**config.mk**
```make
export PLATFORM = sky130hd
export DESIGN_NAME = pe_dot_sequencer
export DESIGN_NICKNAME = d
export VERILOG_FILES = /design/src/rtl/pe_ctrl_pkg.sv /design/src/rtl/pe_tag_pipe.sv /design/src/rtl/pe_dot_sequencer.sv
export SDC_FILE = /design/constraint.sdc
export NUM_CORES = 1
export LEC_CHECK = 0
export BUFFER_PORTS_ARGS = -buffer_cell sky130_fd_sc_hd__buf_2
export CAP_MARGIN = 5
export CELL_PAD_IN_SITES_DETAIL_PLACEMENT = 0
export CELL_PAD_IN_SITES_GLOBAL_PLACEMENT = 1
export CORE_ASPECT_RATIO = 2
export CORE_MARGIN = 8
export CORE_UTILIZATION = 37
export DETAILED_ROUTE_END_ITERATION = 6
export PLACE_DENSITY_LB_ADDON = 0.1
export SYNTH_ARGS = -nofsm -noshare
export SYNTH_HDL_FRONTEND = slang
export SYNTH_SLANG_ARGS = --single-unit
```
**constraint.sdc**
```tcl
create_clock -name clock -period 3 [get_ports clock]
set_input_delay 0.15 -clock clock [delete_from_list [all_inputs] [get_ports clock]]
set_output_delay 0.15 -clock clock [all_outputs]
set_load 0.02 [all_outputs]
```
**src/rtl/pe_ctrl_pkg.sv**
```systemverilog
// pe_ctrl_pkg: shared state encoding, PE latency and sign-extension helper for PE controllers
package pe_ctrl_pkg;
   typedef enum logic [1:0] {IDLE, ISSUE, DRAIN, DONE} pe_seq_state_t;
   localparam int PE_MODEL_LATENCY = 2;
   localparam int SEXT_W = 32;
   function automatic logic [SEXT_W-1:0] sext8(input logic [7:0] v);
      return {{(SEXT_W-8){v[7]}}, v};
   endfunction
endpackage

```
**src/rtl/pe_tag_pipe.sv**
```systemverilog
// pe_tag_pipe: fixed-depth valid shift register that tracks which PE pipeline slots hold real work
module pe_tag_pipe #(
   parameter int DEPTH = 2
) (
   input  logic clock,
   input  logic reset,
   input  logic push,
   output logic retire,
   output logic empty
);
   logic [DEPTH-1:0] r_tags;
   // Newest tag enters at bit 0, oldest leaves from the MSB as the retire flag
   always_ff @(posedge clock) begin
      if (reset) r_tags <= '0;
      else r_tags <= (r_tags << 1) | DEPTH'(push);
   end
   assign retire = r_tags[DEPTH-1];
   // True when nothing remains once the current retire shifts out, not counting this cycle's push
   assign empty = (r_tags << 1) == '0;
endmodule

```
**src/rtl/pe_dot_sequencer.sv**
```systemverilog
// pe_dot_sequencer: streams a job of operand pairs through one PE and accumulates its products
module pe_dot_sequencer
   import pe_ctrl_pkg::*;
#(
   parameter int PE_LATENCY = PE_MODEL_LATENCY,
   parameter int LEN_W = 10,
   parameter int ACC_W = 20
) (
   input  logic             clock,
   input  logic             reset,
   input  logic             cfg_valid,
   output logic             cfg_ready,
   input  logic [LEN_W-1:0] cfg_len,
   input  logic             in_valid,
   output logic             in_ready,
   input  logic [7:0]       in_feature,
   input  logic [7:0]       in_filter,
   output logic [7:0]       pe_feature,
   output logic [7:0]       pe_filter,
   input  logic [7:0]       pe_product,
   output logic             out_valid,
   input  logic             out_ready,
   output logic [ACC_W-1:0] out_sum,
   output logic             busy
);
   pe_seq_state_t    r_state;
   logic [LEN_W-1:0] r_remaining;
   logic [ACC_W-1:0] r_acc;
   logic             w_in_fire;
   logic             w_cfg_fire;
   logic             w_retire;
   logic             w_empty;
   logic [ACC_W-1:0] w_prod_ext;

   assign cfg_ready  = r_state == IDLE;
   assign in_ready   = r_state == ISSUE;
   assign out_valid  = r_state == DONE;
   assign busy       = r_state != IDLE;
   assign out_sum    = r_acc;
   assign w_cfg_fire = cfg_valid && cfg_ready;
   assign w_in_fire  = in_valid && in_ready;
   assign pe_feature = w_in_fire ? in_feature : 8'h00;
   assign pe_filter  = w_in_fire ? in_filter : 8'h00;
   assign w_prod_ext = ACC_W'(sext8(pe_product));

   pe_tag_pipe #(.DEPTH(PE_LATENCY)) u_tags (
      .clock (clock),
      .reset (reset),
      .push  (w_in_fire),
      .retire(w_retire),
      .empty (w_empty)
   );

   // Job FSM plus accumulation of tagged PE products
   always_ff @(posedge clock) begin
      if (reset) begin
         r_state     <= IDLE;
         r_remaining <= '0;
         r_acc       <= '0;
      end else begin
         if (w_cfg_fire) r_acc <= '0;
         else if (w_retire) r_acc <= r_acc + w_prod_ext;
         case (r_state)
            IDLE: if (cfg_valid) begin
               r_remaining <= cfg_len;
               r_state     <= (cfg_len == '0) ? DONE : ISSUE;
            end
            ISSUE: if (in_valid) begin
               r_remaining <= r_remaining - LEN_W'(1);
               if (r_remaining == LEN_W'(1)) r_state <= DRAIN;
            end
            DRAIN: if (w_empty) r_state <= DONE;
            DONE: if (out_ready) r_state <= IDLE;
            default: r_state <= IDLE;
         endcase
      end
   end
endmodule

```
==> results.cfg, run 1 <==
[logic_synthesis]
synthSimpleGateAreaFrac_pct = 22.4
synth_fp_nets = 393
synth.area.top_cells = dfxtp_1 (26%), ha_1 (12%), and3_1 (5.4%)
syn_inst = 328
ys_types = 49
synth_area_um2 = 2570
synthTopCellsByCount = dfxtp_1 (34), nand2_1 (30), nor2_1 (29)
synth_compound_area_share_pct = 25.4
synth_top_family_by_area = compound AO/OA/AOI/OAI gates
synth_top_area_cell = dfxtp_1
synthArstFlopShare_pct = 0
synthFlopType = dfxtp_1
syn_avg_cell_area_um2 = 7.84
synth_edf_count = 0
synth-seq-cells = 34
yosys_warnings = 0
synth_top_area_share_pct = 26.5
synthAdderAreaFrac_pct = 12.9
synth_seq_area_share_pct = 26.5
yosysMostFrequentCell = dfxtp_1
synthMuxAreaShare_pct = 4.33
synth_xor_area_share_pct = 4.43

[global_routing]
grt_pass1_wl_mm = 12.4
grt_antenna_before_repair = 0
overflow = 0
grt_max_degree = 29
grt_util_all_layers_pct = 15.4
grt_pass1_vias = 2661

[route]
routed_wl_mm = 7.49
viasPerCell = 5.33
num_vias = 2626
drt_iter0_drc = 127
dr.pass1.iters = 4
final_antenna_net_count = 0
routedWlPerCell_um = 15.2
drc = 0

[worst_setup_path]
cp_slowest_stage_delay_ns = 0.41
r2r_slack_ns = 0.37
path_cells = ha_1 > fa_1 > a21o_1 > a221o_1 > and3_1 > or2_1 > o41ai_2 > xor2_1 > o21ai_1
cp_max_fo = 4
cp_top_family = compound AO/OA/AOI/OAI gates
worstSetupStartpointType = register
crit_type = register to register
cp_slowest_cell = fa_1
crit_buf_inv = 0
cp.required_ns = 3.16
end_kind = register
cp.arrival_ns = 2.79

[cts]
root_buffer = clkbuf_16
cts-resized-gates = 0
cts_tree = yes
numClockSinks = 34
clk_latency_ns = 0.28
cts_buffer_depth = 2
cts.reportedPaths.clkPinSlew_ns = 0.06
cts_max_level = 2
cts_buffers = 5
post_cts_buffers = 0
hold_buffers = 0

[floorplanning]
fp-row-count = 43
core-area_um2 = 6830
die_h_um = 134
floorplan.initialDensity_pct = 37.6
die_w_um = 75.0
dieArea_um2 = 10000
io_pins = 79

[sta]
fin_setup_tns_ns = 0
holdWs_ns = 0.228
rsz0062_at_grt = no
hold_viol_final = 0
finalSetupViolCount = 0
fin_crit_sh_pct = 87.6
maxSlewViolCount = 0
fmax_ghz = 0.381
final.min_clock_period_ns = 2.63
worstMarginPinSlew_ns = 0.668
finClkSkew_ns = 0.00630
slew_headroom_pct = 55.5

[power]
ir_drop_mv = 0.244
p_comb_share_pct = 41.4
p_seq_share_pct = 30.9
power.switching_mw = 0.730
p_clk_share_pct = 27.8
finalPower_mw = 1.86
p_int_mw = 1.13
powerDensity_nw_per_um2 = 583
swShare_pct = 39.3
leakage_nw = 1.60

[final_layout]
syn_to_final_growth_pct = 24.0
fin_nets = 467
fill_cells = 729
antenna_cells = 0
fin_util_pct = 46.7
final_layout_size_suffix_gt1_share_pct = 23.1

[placed_design]
gp_congestion = 0.830
io_buffers = 78
hpwl_mm = 5.83

[min_path]
min_path_type = input port to register

[run_status]
outcome = finished clean

[run]
max_cap_viol_count = 0
==> area by class of cell <==
class	instances	area, µm²	share of cell area (%)
repair buffers	80	405	12.7
multi-input cells	266	1790	56.0
clock buffers	7	143	4.47
well taps	90	113	3.53
flip-flops and latches	34	681	21.3
inverters	15	56.3	1.77
clock inverters	1	5.00	0.157
==> metal layers <==
metal  global-route usage (%)  part of all wire, %
met1                     17.7                   43
met2                     25.7                   49
met3                     3.96                  5.9
met4                     5.82                  1.4
met5                        0                    0
==> cells in the final DEF, fill, tap and decap left out, types with 9 or more instances in the layout <==
cell type	netlist	routed
nor2_1	29	29
a21oi_1	24	24
nand2_1	30	30
and3_1	22	22
mux2i_1	10	10
xnor2_1	9	9
dfxtp_1	34	34
o21ai_0	19	19
a21o_1	11	11
buf_2	0	78
ha_1	25	25
inv_1	14	14
nand3_1	9	9
==> worst register-to-register path, cell delays in order (launching register included) <==
cell and delay [ns]:
dfxtp_1 0.32, ha_1 0.21, fa_1 0.41, a21o_1 0.19
a221o_1 0.36, and3_1 0.20, or2_1 0.25, o41ai_2 0.31
xor2_1 0.19, o21ai_1 0.08
==> power by group through the flow <==
| stage | sequential (mW) | clock, mW | combinational, mW |
|---|---|---|---|
| finish | 0.573 | 0.516 | 0.769 |
| CTS | 0.571 | 0.534 | 0.772 |
| floorplan | 0.575 | 0 | 0.576 |
| detailed placement | 0.581 | 0 | 0.768 |
| global route | 0.581 | 0.548 | 0.862 |
| global placement | 0.580 | 0 | 0.753 |
==> registers in the layout (all words and copies together), names as in the netlist <==
signal,cells
out_sum,20
r_remaining,10
r_state,2
u_tags.r_tags,2
==> worst paths after layout <==
check / startpoint / to / cells past startpoint
max: out_sum[0] / out_sum[16] / 9
min: cfg_len[5] / r_remaining[5] / 3
max reg2reg: out_sum[0] / out_sum[16] / 9
min reg2reg: u_tags.r_tags[0] / u_tags.r_tags[1] / 1
==> cells by family after synthesis <==
| group | count (synthesis) |
|---|---|
| adder cells (fa/ha/maj) | 26 |
| buffers and inverters | 28 |
| AND/OR/NAND/NOR | 118 |
| multiplexers | 11 |
| AO/OA/AOI/OAI | 98 |
| flip-flops | 34 |
| XOR/XNOR | 13 |
==> through the flow <==
stage | instances | area, µm² | worst slack [ns]
3_3_place_gp | 485 | 3040 | 0.448
2_1_floorplan | 328 | 2570 | 0.454
4_1_cts | 493 | 3190 | 0.353
3_5_place_dp | 485 | 3040 | 0.373
5_1_grt | 493 | 3190 | 0.194
6_report | 493 | 3190 | 0.373
Power figures use the tool's default switching activity.
==> run 2, diff against run 1 <==
- ABC_AREA: default -> 1
- CORE_UTILIZATION: 37 -> 36
==> run 2 against run 1 <==
Via count increased by 18%. Routed wire length up 8.6%. Register-to-register slack gained 0.49 ns. Power rose by 22%. Critical endpoint is now r_remaining[1]. Largest cell class unchanged.
==> results.cfg, run 2 <==
[power]
finalPower_mw = 2.27
ir_drop_mv = 0.343
powerDensity_nw_per_um2 = 634
leakage_nw = 2.13

[sta]
fmax_ghz = 0.469
fin_setup_tns_ns = 0
finalSetupViolCount = 0
worstMarginPinSlew_ns = 0.597
slew_headroom_pct = 59.9
hold_viol_final = 0
fin_crit_sh_pct = 71.1
finClkSkew_ns = 0.00254
maxSlewViolCount = 0
rsz0062_at_grt = no
final.min_clock_period_ns = 2.13

[route]
wl_met1_mm = 3.93
wl_met3_um = 411
wl_met2_mm = 3.69
final_antenna_net_count = 0
drc = 0
num_vias = 3088
drt_iter0_drc = 161
top_layer_used = met4
dr.pass1.iters = 6
routed_wl_mm = 8.13
viasPerCell = 4.62
routedWlPerCell_um = 12.2

[floorplanning]
io_pins = 79
fp-row-count = 47
dieArea_um2 = 11600
core-area_um2 = 8120
die_w_um = 80.2
floorplan.initialDensity_pct = 36.5
die_h_um = 144

[logic_synthesis]
synth.area.top_cells = dfxtp_1 (23%), nand2_1 (15%), nor2_1 (11%)
synth_seq_area_share_pct = 23.0
yosysMostFrequentCell = nand2_1
synthArstFlopShare_pct = 0
synth_fp_nets = 558
yosys_warnings = 0
synthFlopType = dfxtp_1
synth_area_um2 = 2960
syn_avg_cell_area_um2 = 6.01
synthMuxAreaShare_pct = 0
synth_compound_area_share_pct = 13.0
ys_types = 34
synth_top_area_cell = dfxtp_1
synth_edf_count = 0
syn_inst = 493
synth_top_family_by_area = simple AND/OR/NAND/NOR gates
synthTopCellsByCount = nand2_1 (120), nor2_1 (85), inv_1 (82)
synthAdderAreaFrac_pct = 11.2
synth_xor_area_share_pct = 3.55
synthSimpleGateAreaFrac_pct = 36.8
synth-seq-cells = 34
synth_top_area_share_pct = 23.0

[cts]
cts-resized-gates = 0
cts_max_level = 2
root_buffer = clkbuf_16
cts_buffer_depth = 2
cts.reportedPaths.clkPinSlew_ns = 0.06
post_cts_buffers = 0
hold_buffers = 0
numClockSinks = 34
cts_tree = yes
cts_buffers = 5
clk_latency_ns = 0.28

[placed_design]
gp_congestion = 0.832
io_buffers = 78
placed_cell_area_um2 = 3430
hpwl_mm = 6.63

[worst_setup_path]
cp.required_ns = 3.17
rr_worst_depth = 7
cp.arrival_ns = 2.30
reg2reg_from = r_state[1]
critPathLaunch = r_state[1]
cp_max_fo = 18
end_kind = register
worstSetupStartpointType = register
r2r_slack_ns = 0.87
r2r-end = r_remaining[1]
crit_type = register to register

[min_path]
min_path_type = input port to register
whs_path_depth = 3
holdCritStartpoint = cfg_len[0]
hold_end = r_remaining[0]

[final_layout]
layout_common_cells = nand2_1 (120), nor2_1 (85), inv_1 (82)
syn_to_final_growth_pct = 20.9
finalInstanceArea_um2 = 3580
final_layout_size_suffix_gt1_share_pct = 19.5
antenna_cells = 0
fin_nets = 634
largest_reg_flops = 20
mostFrequentLayoutCell = nand2_1

[global_routing]
grt_max_degree = 20
grt_util_all_layers_pct = 14.7
grt_pass1_wl_mm = 13.7
grt_antenna_before_repair = 0
grt_pass1_vias = 3070
overflow = 0

[run]
max_cap_viol_count = 0

[run_status]
outcome = finished clean
==> run 2: cell type report <==
class / count / area, µm²
Clock buffer: 6 / 139
Inverter: 85 / 319
Fill cell: 928 / 4530
Sequential cell: 34 / 681
Tap cell: 98 / 123
Timing Repair Buffer: 79 / 398
Multi-Input combinational cell: 364 / 1910
Clock inverter: 2 / 12.5
==> run 2: layer usage <==
metal	vias up	GRT usage, %
met5	-	0
met4	0	4.63
met3	5	3.74
met2	61	23.7
met1	1323	18.5
li1	1699	-
==> run 2: worst max-delay path, cell delays in order, from the launching register on <==
cell	delay, ns
dfxtp_1	0.32
inv_1	0.09
ha_1	0.46
nand2_2	0.34
a21oi_4	0.42
inv_2	0.13
a211oi_1	0.19
a211oi_1	0.06
==> run 2: worst max path at each step <==
stage / depth (start not counted) / slack [ns] / end
global placement: 7 / 0.90 / r_remaining[1]
CTS: 7 / 0.85 / r_remaining[1]
global route: 7 / 0.60 / r_remaining[1]
finish: 7 / 0.87 / r_remaining[1]
detailed placement: 7 / 0.84 / r_remaining[1]
floorplan: 9 / 1.23 / out_sum[8]
==> run 2: cells by family (layout without fill, tap and decap cells) <==
logic type | count (synthesis) | count (layout)
DFF | 34 | 34
xor gates and xnor gates | 12 | 12
AOI/OAI and AO/OA | 68 | 68
adders and majority gates | 26 | 26
and+or+nand+nor | 258 | 258
buffers and inverters | 95 | 172
==> run 2: where the power goes <==
group,switching [mW],total [mW],internal [mW]
Clock,0.207,0.536,0.329
Combinational,0.730,1.11,0.381
Sequential,0.0868,0.627,0.540
==> run 2: through the flow <==
step                utilization, %  cells  setup WS [ns]  hold WS (ns)
detailed placement            42.3    660          0.841         0.432
finish                        44.2    668          0.866         0.152
CTS                           44.2    668          0.849         0.153
floorplan                        -    493           1.23         0.228
global placement              42.3    660          0.903         0.431
global route                  44.2    668          0.599         0.162
